==> src/rtl/mem_access_unit.sv <==
// MEM-stage load/store unit: runs one data-bus transaction per EX/MEM request,
// stalls the pipeline meanwhile, and hands extended load data to MEM/WB.
module mem_access_unit #(
    parameter int DATA_WIDTH = 32,
    parameter int TIMEOUT    = 255
) (
    input  logic                  clk,
    input  logic                  rst,
    input  logic                  I_MemRead,
    input  logic                  I_MemWrite,
    input  logic [2:0]            I_funct3,
    input  logic [31:0]           I_addr,
    input  logic [DATA_WIDTH-1:0] I_storeData,
    output logic                  O_stall,
    output logic [DATA_WIDTH-1:0] O_memReadData,
    output logic                  O_done,
    output logic                  O_misalign,
    output logic                  O_busErr,
    output logic                  bus_req,
    output logic                  bus_we,
    output logic [31:0]           bus_addr,
    output logic [DATA_WIDTH-1:0] bus_wdata,
    output logic [3:0]            bus_wstrb,
    input  logic                  bus_ack,
    input  logic [DATA_WIDTH-1:0] bus_rdata,
    input  logic                  bus_err
);

    typedef enum logic [1:0] {IDLE, REQ, DONE} state_t;

    localparam logic [7:0] LAST_WAIT = 8'(TIMEOUT - 1);

    state_t                state, nextState;
    logic [7:0]            count;
    logic                  weReg;
    logic [31:0]           addrReg;
    logic [DATA_WIDTH-1:0] wdataReg;
    logic [3:0]            wstrbReg;
    logic [2:0]            funct3Reg;
    logic [1:0]            offsetReg;
    logic                  misalignReg;
    logic                  busErrReg;
    logic [DATA_WIDTH-1:0] readDataReg;

    logic                  request;
    logic                  start;
    logic                  misaligned;
    logic                  timedOut;
    logic [DATA_WIDTH-1:0] storeWdata;
    logic [3:0]            storeWstrb;
    logic [7:0]            loadByte;
    logic [15:0]           loadHalf;
    logic [DATA_WIDTH-1:0] loadData;

    // Start is gated by reset so the stall drops the moment reset asserts.
    assign request    = I_MemRead | I_MemWrite;
    assign start      = rst & (state == IDLE) & request;
    assign misaligned = ((I_funct3[1:0] == 2'b01) && I_addr[0]) ||
                        ((I_funct3[1:0] == 2'b10) && (I_addr[1:0] != 2'b00));
    assign timedOut   = (count == LAST_WAIT);

    assign O_stall       = start | (state == REQ);
    assign O_done        = (state == DONE);
    assign O_misalign    = misalignReg;
    assign O_busErr      = busErrReg;
    assign O_memReadData = readDataReg;
    assign bus_req       = (state == REQ);
    assign bus_we        = weReg;
    assign bus_addr      = addrReg;
    assign bus_wdata     = wdataReg;
    assign bus_wstrb     = wstrbReg;

    always_comb begin
        storeWdata = I_storeData;
        storeWstrb = 4'b1111;
        case (I_funct3)
            3'b000: begin
                storeWdata = {4{I_storeData[7:0]}};
                storeWstrb = 4'b0001 << I_addr[1:0];
            end
            3'b001: begin
                storeWdata = {2{I_storeData[15:0]}};
                storeWstrb = 4'b0011 << {I_addr[1], 1'b0};
            end
            default: ;
        endcase
    end

    always_comb begin
        loadByte = bus_rdata[{offsetReg, 3'b000} +: 8];
        loadHalf = bus_rdata[{offsetReg[1], 4'b0000} +: 16];
        loadData = bus_rdata;
        case (funct3Reg)
            3'b000:  loadData = {{24{loadByte[7]}}, loadByte};
            3'b100:  loadData = {24'b0, loadByte};
            3'b001:  loadData = {{16{loadHalf[15]}}, loadHalf};
            3'b101:  loadData = {16'b0, loadHalf};
            default: ;
        endcase
    end

    // An ack in the final wait cycle takes priority over the timeout.
    always_comb begin
        nextState = state;
        case (state)
            IDLE:    if (request) nextState = misaligned ? DONE : REQ;
            REQ:     if (bus_ack || timedOut) nextState = DONE;
            DONE:    nextState = IDLE;
            default: nextState = IDLE;
        endcase
    end

    always_ff @(posedge clk or negedge rst) begin
        if (!rst) begin
            state       <= IDLE;
            count       <= '0;
            weReg       <= 1'b0;
            addrReg     <= '0;
            wdataReg    <= '0;
            wstrbReg    <= '0;
            funct3Reg   <= '0;
            offsetReg   <= '0;
            misalignReg <= 1'b0;
            busErrReg   <= 1'b0;
            readDataReg <= '0;
        end else begin
            state <= nextState;
            case (state)
                IDLE: begin
                    if (request) begin
                        misalignReg <= misaligned;
                        busErrReg   <= 1'b0;
                        if (!misaligned) begin
                            weReg     <= I_MemWrite;
                            addrReg   <= {I_addr[31:2], 2'b00};
                            wdataReg  <= storeWdata;
                            wstrbReg  <= I_MemWrite ? storeWstrb : 4'b0000;
                            funct3Reg <= I_funct3;
                            offsetReg <= I_addr[1:0];
                            count     <= '0;
                        end
                    end
                end
                REQ: begin
                    if (bus_ack) begin
                        busErrReg <= bus_err;
                        if (!weReg) readDataReg <= bus_err ? '0 : loadData;
                    end else begin
                        count <= count + 8'd1;
                        if (timedOut) begin
                            busErrReg <= 1'b1;
                            if (!weReg) readDataReg <= '0;
                        end
                    end
                end
                DONE: begin
                    misalignReg <= 1'b0;
                    busErrReg   <= 1'b0;
                end
                default: ;
            endcase
        end
    end

endmodule
==> config.mk <==
export PLATFORM = sky130hd
export DESIGN_NAME = mem_access_unit
export DESIGN_NICKNAME = d
export VERILOG_FILES = /design/src/rtl/mem_access_unit.sv
export SDC_FILE = /design/constraint.sdc
export NUM_CORES = 1
export LEC_CHECK = 0
export BUFFER_PORTS_ARGS = -buffer_cell sky130_fd_sc_hd__buf_4
export CORE_ASPECT_RATIO = 1.4
export CORE_MARGIN = 2
export CORE_UTILIZATION = 23
export DETAILED_ROUTE_END_ITERATION = 8
export PLACE_DENSITY_LB_ADDON = 0.3
export SYNTH_ARGS = -nofsm -noshare
export SYNTH_HDL_FRONTEND = slang
export SYNTH_SLANG_ARGS = --single-unit
==> constraint.sdc <==
create_clock -name clk -period 2.5 [get_ports clk]
set_clock_uncertainty 0.05 [all_clocks]
set_input_delay 0.25 -clock clk [delete_from_list [all_inputs] [get_ports clk]]
set_output_delay 0.25 -clock clk [all_outputs]
set_load 0.005 [all_outputs]
# == Word-level counts from Yosys, hierarchy flattened ==
# Cells that the tools add are included.
# totals
out_inout_bits,106
ff_bits,116
elab_cells,77
# op_classes
bitwise_logic,6
shift,4
eq_ne,14
add_sub_neg,1
reduce_logical,18
mux,23
# ops
cell,count
$mux 32,5
$pmux 32 s4,1
$pmux 32 s2,1
$shiftx 32x6->16,1
$shiftx 32x6->8,1
$mux 8,3
$pmux 8 s2,1
$reduce_and 3->1,3
$add 8x1->8 const B,1
$eq 8x8->1 const B,1
$pmux 4 s2,1
$reduce_bool 2->1,4
$eq 3x1->1 const B,2
$eq 3x3->1 const B,2
$logic_not 3->1,2
$mux 2,3
$ne 2x2->1 const B,3
$eq 2x1->1 const B,2
$eq 2x2->1 const B,2
$mux 1,4
$mux 4,1
$pmux 2 s2,1
$reduce_and 2->1,2
$reduce_and 4->1,1
13 further kinds,18

# == Logic depth before layout (Yosys ltp) ==
# Gate-level depths: netlist of run 1.
# depth
word_depth,6
ltp_mapped,8

# == Worst setup path before layout of run 1 ==
# No wires, ideal clock.
# synth_path
path_type,register -> register
startpoint,register state[1]
endpoint,register readDataReg[22] (netlist: O_memReadData[22])
period_less_slack_ns,1.929
required_time_ns,2.323
setup_time_ns,0.127
path_stages_with_launch,7
arrival_time_ns,1.752
setup_slack_ns,0.571
path_cell_list,dfrtp_1 > buf_6 > or3b_4 > or2_1 > buf_2 > buf_6 > a221o_2
# synth_between
elab_chain_cells,2
# synth_rtl
item,line_no,source
start: declaration,33,"state_t state, nextState;"
start signal: assignment,127,state <= nextState;
$eq 2x1->1,128,case (state)
$reduce_and 3->1 (no line),--,
end signal: assignment,147,if (!weReg) readDataReg <= bus_err ? '0 : loadData;
end: declaration,43,logic [DATA_WIDTH-1:0] readDataReg;
# Every way passes these cells.
# A chain may end at the register's enable or synchronous reset.

# == Worst setup path after layout of run 1 ==
# layout_path
startpoint,register state[1]
endpoint,register readDataReg[12] (netlist: O_memReadData[12])
# Same word-level chain as after synthesis.

==> qor.csv, run 1 <==
stage,metric,value,unit
run_status,status,"complete, no violations",
logic_synthesis,Synth warnings,0,
detailed_routing,DRT iter0 DRCs,244,
power_and_ir_drop,switch share,34.3,%
detailed_routing,final WL,18800,µm
logic_synthesis,"Seq/Total Area, Yosys",51.7,%
power_and_ir_drop,Clock Power Share,26.1,%
setup_path,CP Data Required Time,2.80,ns
floorplanning,core area,24000,µm²
floorplanning,die width,136,µm
global_routing,initial antenna violation count,0,
global_routing,pin count of the biggest net entering global routing,117,
clocking,TritonCTS Buffers,17,
clocking,# H-tree levels,4,
timing,Period minus WS final,2.05,ns
clocking,CTS tree,built,
clocking,clk sinks,116,
setup_path,Worst Path Arrival,2.34,ns
setup_path,crit path kind,flop to flop,
placed_design,post-DP HPWL,13300,µm
placed_design,GP Congestion,0.790,
power_and_ir_drop,Sw Pwr,3.12,mW
logic_synthesis,post-synthesis cell type count,51,
detailed_routing,post-route antenna net violation count,0,
finish,layout cells sized above 1,35.6,%
detailed_routing,Vias/cell,4.50,
logic_synthesis,cell taking the most area after synthesis,dfrtp_1,
logic_synthesis,Mapped Area,5620,µm²
power_and_ir_drop,Internal,5.97,mW
power_and_ir_drop,power per cell area,1080,nW/µm²
logic_synthesis,synthesized netlist cell count,573,
logic_synthesis,top post-synthesis cells by area,"dfrtp_1, nand2_1, mux2i_1",
clocking,Skew-Pair Late Insertion Delay,0.41,ns
logic_synthesis,Most used DFF post-synth,dfrtp_1,
detailed_routing,routed vias,5082,
global_routing,"Remaining Overflow, GRT",0,
clocking,Post-CTS Resized,0,
timing,share of the clock period used by the worst path,81.8,%
global_routing,first-pass GRT wire length,29300,µm
power_and_ir_drop,Total Power,9.10,mW
setup_path,CP startpoint kind,flop,
setup_path,crit path max fanout,10,
hold_path,Hold Path Class,input port to flop,
placed_design,IO Port Bufs,208,
job,Max-cap violations,0,
finish,"leading cell type in the layout, fill and taps excluded",buf_4,
hold_path,Hold Path Depth,3,
power_and_ir_drop,Max IR drop VDD,0.519,mV
logic_synthesis,"flops & latches, synth",116,
floorplanning,initial cell density of the core,23.4,%
finish,Area Overhead vs Synth,49.8,%
finish,fin util,35.1,%
floorplanning,die area,25700,µm²
floorplanning,Die Y,189,µm
power_and_ir_drop,Combinational Power Share,39.2,%
detailed_routing,TritonRoute pass-1 iters,5,
timing,fin. max-slew vios,0,
logic_synthesis,syn_area_per_cell,9.80,µm²
clocking,root buf cell,clkbuf_16,
timing,max frequency,0.489,GHz
detailed_routing,DR WL/cell,16.6,µm
setup_path,crit path capture type,flop,
logic_synthesis,Synth top area share,51.7,%
timing,setup_tns,0,ns
logic_synthesis,fraction of registers with async set or reset after synthesis,100,%
power_and_ir_drop,LEAKAGE,4.17,nW
finish,most frequent cells in the layout,"buf_4, nand2_1, dfrtp_1",
timing,# setup viols final,0,
logic_synthesis,Post-synth EDFFs,0,
power_and_ir_drop,Seq pwr share,34.7,%
detailed_routing,post-route DRC violation count,0,
finish,diode count,0,
timing,unrepaired setup endpoints after global routing,no,
setup_path,worst-case reg-to-reg path depth,4,
finish,Nets,914,
global_routing,number of global-route vias before repair,5153,
clocking,worst-case clock buffer depth,2,
global_routing,GRT Util Overall,15.0,%
floorplanning,row count,67,
timing,Slew HR,53.7,%
clocking,Worst-path clk slew,0.05,ns
timing,worst slew pin tran,0.695,ns
floorplanning,Ports,211,
timing,Fin. Hold Viols,0,
## cell families (layout without fill, tap and decap cells)
group           Yosys count  count (layout)  synth area share (%)
other cells               1               2                0.0668
flops                   116             116                  51.7
fa+ha+maj                 2               2                 0.446
buf+inv                  54             300                  4.77
compound gates          112             112                  15.0
simple gates            242             242                  18.9
mux                      40              40                  8.24
xor+xnor                  6               6                 0.936
## critical path, cell delays in order, from the launching register on
cell and delay (ns):
dfrtp_1 0.47, or3b_4 0.47, or3_1 0.49, nor3_4 0.32, a221o_1 0.19
## cells in the mapped netlist, types with 7 or more instances
cell,number
a221o_2,14
clkbuf_1,20
buf_2,10
and3_1,9
mux2i_1,35
nor2_1,13
inv_1,12
a221o_1,12
o21ai_0,46
dfrtp_1,116
a21oi_1,10
nor3_1,7
nand3_1,10
nand2_1,176
## flip-flops by register name, summed over array words and instances, names as in the netlist
name           cells
O_memReadData     32
bus_wdata         32
bus_addr          30
count              8
bus_wstrb          4
funct3Reg          3
offsetReg          2
state              2
O_busErr           1
O_misalign         1
bus_we             1
## layout make-up
cell class	count	area (µm²)
Clock buffer	23	498
Clock inverter	9	76.3
Fill cell	2511	15600
Inverter	12	45.0
Multi-Input combinational cell	404	2470
Sequential cell	116	2900
Tap cell	310	388
Timing Repair Buffer	256	2030
## worst paths after layout
path | slack, ns | endpoint | from
min in group asynchronous | 0.46 | O_memReadData[23]$_DFFE_PN0P_ | rst
min | 0.02 | bus_wdata[0]$_DFFE_PN0P_ | I_storeData[0]
max reg2reg | 0.45 | O_memReadData[12]$_DFFE_PN0P_ | state[1]$_DFFE_PN0P_
max | 0.45 | O_memReadData[12]$_DFFE_PN0P_ | state[1]$_DFFE_PN0P_
max in group asynchronous | 1.37 | bus_addr[29]$_DFFE_PN0P_ | rst
min reg2reg | 0.42 | bus_wdata[0]$_DFFE_PN0P_ | bus_wdata[0]$_DFFE_PN0P_
## power by group through the flow
stage                     Combinational [mW]  Sequential, mW  Clock (mW)
final                                   3.57            3.16        2.37
after global placement                  3.57            3.17           0
after floorplan                         1.76            3.11           0
after CTS                               3.64            3.16        2.45
after detailed placement                3.60            3.17           0
after global routing                    3.96            3.26        2.54
## routing by layer
metal / share of wire [%] / GRT usage (%)
met2: 50 / 25.0
met4: 2.3 / 5.45
met3: 6.1 / 4.58
met1: 42 / 18.0
met5: 0 / 0
## metrics by stage
stage	setup WS (ns)	hold slack [ns]	std cells	cell area, µm²
finish	0.455	0.0223	1130	8410
floorplan	0.571	-0.0956	574	5620
global route	0.329	0.00611	1130	8410
global placement	0.506	0.388	1065	7500
detailed placement	0.473	0.395	1065	7500
CTS	0.468	0.00213	1130	8410
## timing repair
action,in CTS,in global routing
hold buffers,33,0
hold endpoints to repair,135,0
setup buffers,0,0
No activity file was read; power rests on OpenSTA's default activity.
==> inputs of run 2 (changes only) <==
- clock period: 2.5 -> 1.75 ns (I/O delays scaled with it)
==> qor.csv, run 2 (synthesized netlist as in run 1, its figures left out) <==
stage,metric,value,unit,change
setup_path,CP startpoint kind,flop,,
floorplanning,die area,25700,µm²,unchanged
power_and_ir_drop,power per cell area,1540,nW/µm²,+42%
job,Max-cap violations,0,,unchanged
timing,unrepaired setup endpoints after global routing,yes,,
setup_path,crit path capture type,flop,,
finish,Area Overhead vs Synth,65.5,%,
setup_path,Worst Path Arrival,2.05,ns,-0.29 ns
timing,setup_tns,-1.03,ns,-1.03 ns
floorplanning,Die Y,189,µm,unchanged
setup_path,WP buf/inv,1,,+1
detailed_routing,TritonRoute pass-1 iters,4,,-1
global_routing,pin count of the biggest net entering global routing,75,,-36%
detailed_routing,post-route antenna net violation count,0,,unchanged
setup_path,crit path kind,flop to flop,,
global_routing,GRT Util Overall,15.4,%,+0.40 points
timing,# setup viols final,26,,+26
timing,Fin. Hold Viols,0,,unchanged
detailed_routing,Vias/cell,4.45,,-1.1%
setup_path,crit path max fanout,7,,-3
timing,max frequency,0.555,GHz,+13%
floorplanning,Ports,211,,unchanged
timing,slack of the critical path,-0.0532,ns,-0.508 ns
placed_design,dpl ws,-0.145,ns,-0.617 ns
timing,share of the clock period used by the worst path,103,%,+21 points
detailed_routing,DR WL/cell,16.4,µm,-1.3%
detailed_routing,final WL,19700,µm,+4.6%
placed_design,IO Port Bufs,208,,unchanged
clocking,clk sinks,116,,unchanged
placed_design,"Cell Area, Placed",7720,µm²,+2.9%
finish,"leading cell type in the layout, fill and taps excluded",buf_4,,
clocking,Skew-Pair Late Insertion Delay,0.42,ns,about the same
clocking,worst-case clock buffer depth,2,,unchanged
clocking,CTS tree,built,,
detailed_routing,routed vias,5326,,+4.8%
timing,fin. max-slew vios,0,,unchanged
floorplanning,die width,136,µm,unchanged
global_routing,initial antenna violation count,0,,unchanged
clocking,TritonCTS Buffers,17,,unchanged
placed_design,GP Congestion,0.800,,+1.2%
finish,layout cells sized above 1,36.6,%,+0.96 points
setup_path,"delay-heaviest family, CP",simple AND/OR/NAND/NOR gates,,
setup_path,CP Data Required Time,2.00,ns,-0.80 ns
run_status,status,finished with violations,,
clocking,# H-tree levels,4,,unchanged
clocking,Worst-path clk slew,0.06,ns,about the same
global_routing,number of global-route vias before repair,5500,,+6.7%
timing,Worst Hold Slack,0.0159,ns,-0.00645 ns
detailed_routing,post-route DRC violation count,0,,unchanged
global_routing,first-pass GRT wire length,30300,µm,+3.5%
placed_design,post-DP HPWL,13700,µm,+3.0%
setup_path,worst path cell trace,or3b_4 > or2_4 > clkbuf_16 > a221o_2,,
finish,Finished Cell Area,9290,µm²,+11%
timing,Period minus WS final,1.80,ns,-0.242 ns
finish,Nets,980,,+7.2%
setup_path,Max stage delay on crit path,0.43,ns,-0.06 ns
power_and_ir_drop,Total Power,14.3,mW,+57%
detailed_routing,DRT iter0 DRCs,210,,-14%
finish,most frequent cells in the layout,"buf_4, nand2_1, dfrtp_1",,
setup_path,slowest CP cell,or3b_4,,
clocking,root buf cell,clkbuf_16,,
hold_path,Hold Path Class,input port to flop,,
finish,FILL cells,2442,,-2.7%
power_and_ir_drop,Max IR drop VDD,0.933,mV,+80%
floorplanning,row count,67,,unchanged
run_status,violated checks,setup timing,,
power_and_ir_drop,LEAKAGE,4.55,nW,+9.2%
floorplanning,initial cell density of the core,23.4,%,unchanged
global_routing,"Remaining Overflow, GRT",0,,unchanged
floorplanning,core area,24000,µm²,unchanged
[run 2: through the flow]
stage / instances / utilization, %
floorplan: 574 / -
global placement: 1086 / 32.2
detailed placement: 1086 / 32.2
CTS: 1194 / 38.5
global route: 1196 / 38.7
finish: 1197 / 38.8
[run 2: where the power goes]
group	total (mW)	leakage [nW]	internal [mW]	switching, mW
Clock	4.13	0.337	2.86	1.27
Sequential	4.48	1.47	3.78	0.694
Combinational	5.66	2.74	3.01	2.65
Total	14.3	4.55	9.65	4.61
[run 2: layer usage]
layer	wire, µm	global-route usage [%]	up-vias
met5	0	0	-
met1	8050	18.4	2543
met3	1090	4.20	27
met4	615	7.17	0
li1	-	-	2586
met2	9910	25.4	170
[run 2: cell type report]
type	count	area, µm²	share of cell area [%]
diodes	1	2.50	0.0269
clock buffers	24	502	5.40
clock inverters	8	193	2.07
inverters	12	45.0	0.485
multi-input cells	404	2540	27.3
flip-flops and latches	116	2900	31.3
well taps	310	388	4.17
repair buffers	322	2720	29.3
[run 2: worst register-to-register path, stage by stage, from the launching register on]
cell and delay [ns]:
dfrtp_1 0.38, or3b_4 0.43, or2_4 0.31, clkbuf_16 0.18
a221o_2 0.34
[run 2: repair_timing]
item                                    in CTS  in global routing
hold endpoints to repair                   192                  0
pin swaps                                    1                  5
gates resized for setup                      7                  5
endpoints found under the setup margin      28                 30
hold buffers                                75                  0
setup buffers                                1                  1
gates cloned                                 0                  2
[run 2: final timing paths]
kind	start	end	slack (ns)	depth (start not counted)
max	bus_we$_DFFE_PN0P_	O_memReadData[25]$_DFFE_PN0P_	-0.05	4
min	I_storeData[13]	bus_wdata[13]$_DFFE_PN0P_	0.02	3
max reg2reg	bus_we$_DFFE_PN0P_	O_memReadData[25]$_DFFE_PN0P_	-0.05	4
min reg2reg	bus_addr[21]$_DFFE_PN0P_	bus_addr[21]$_DFFE_PN0P_	0.42	2
max in group asynchronous	rst	bus_addr[20]$_DFFE_PN0P_	0.96	3
min in group asynchronous	rst	O_memReadData[0]$_DFFE_PN0P_	0.32	3
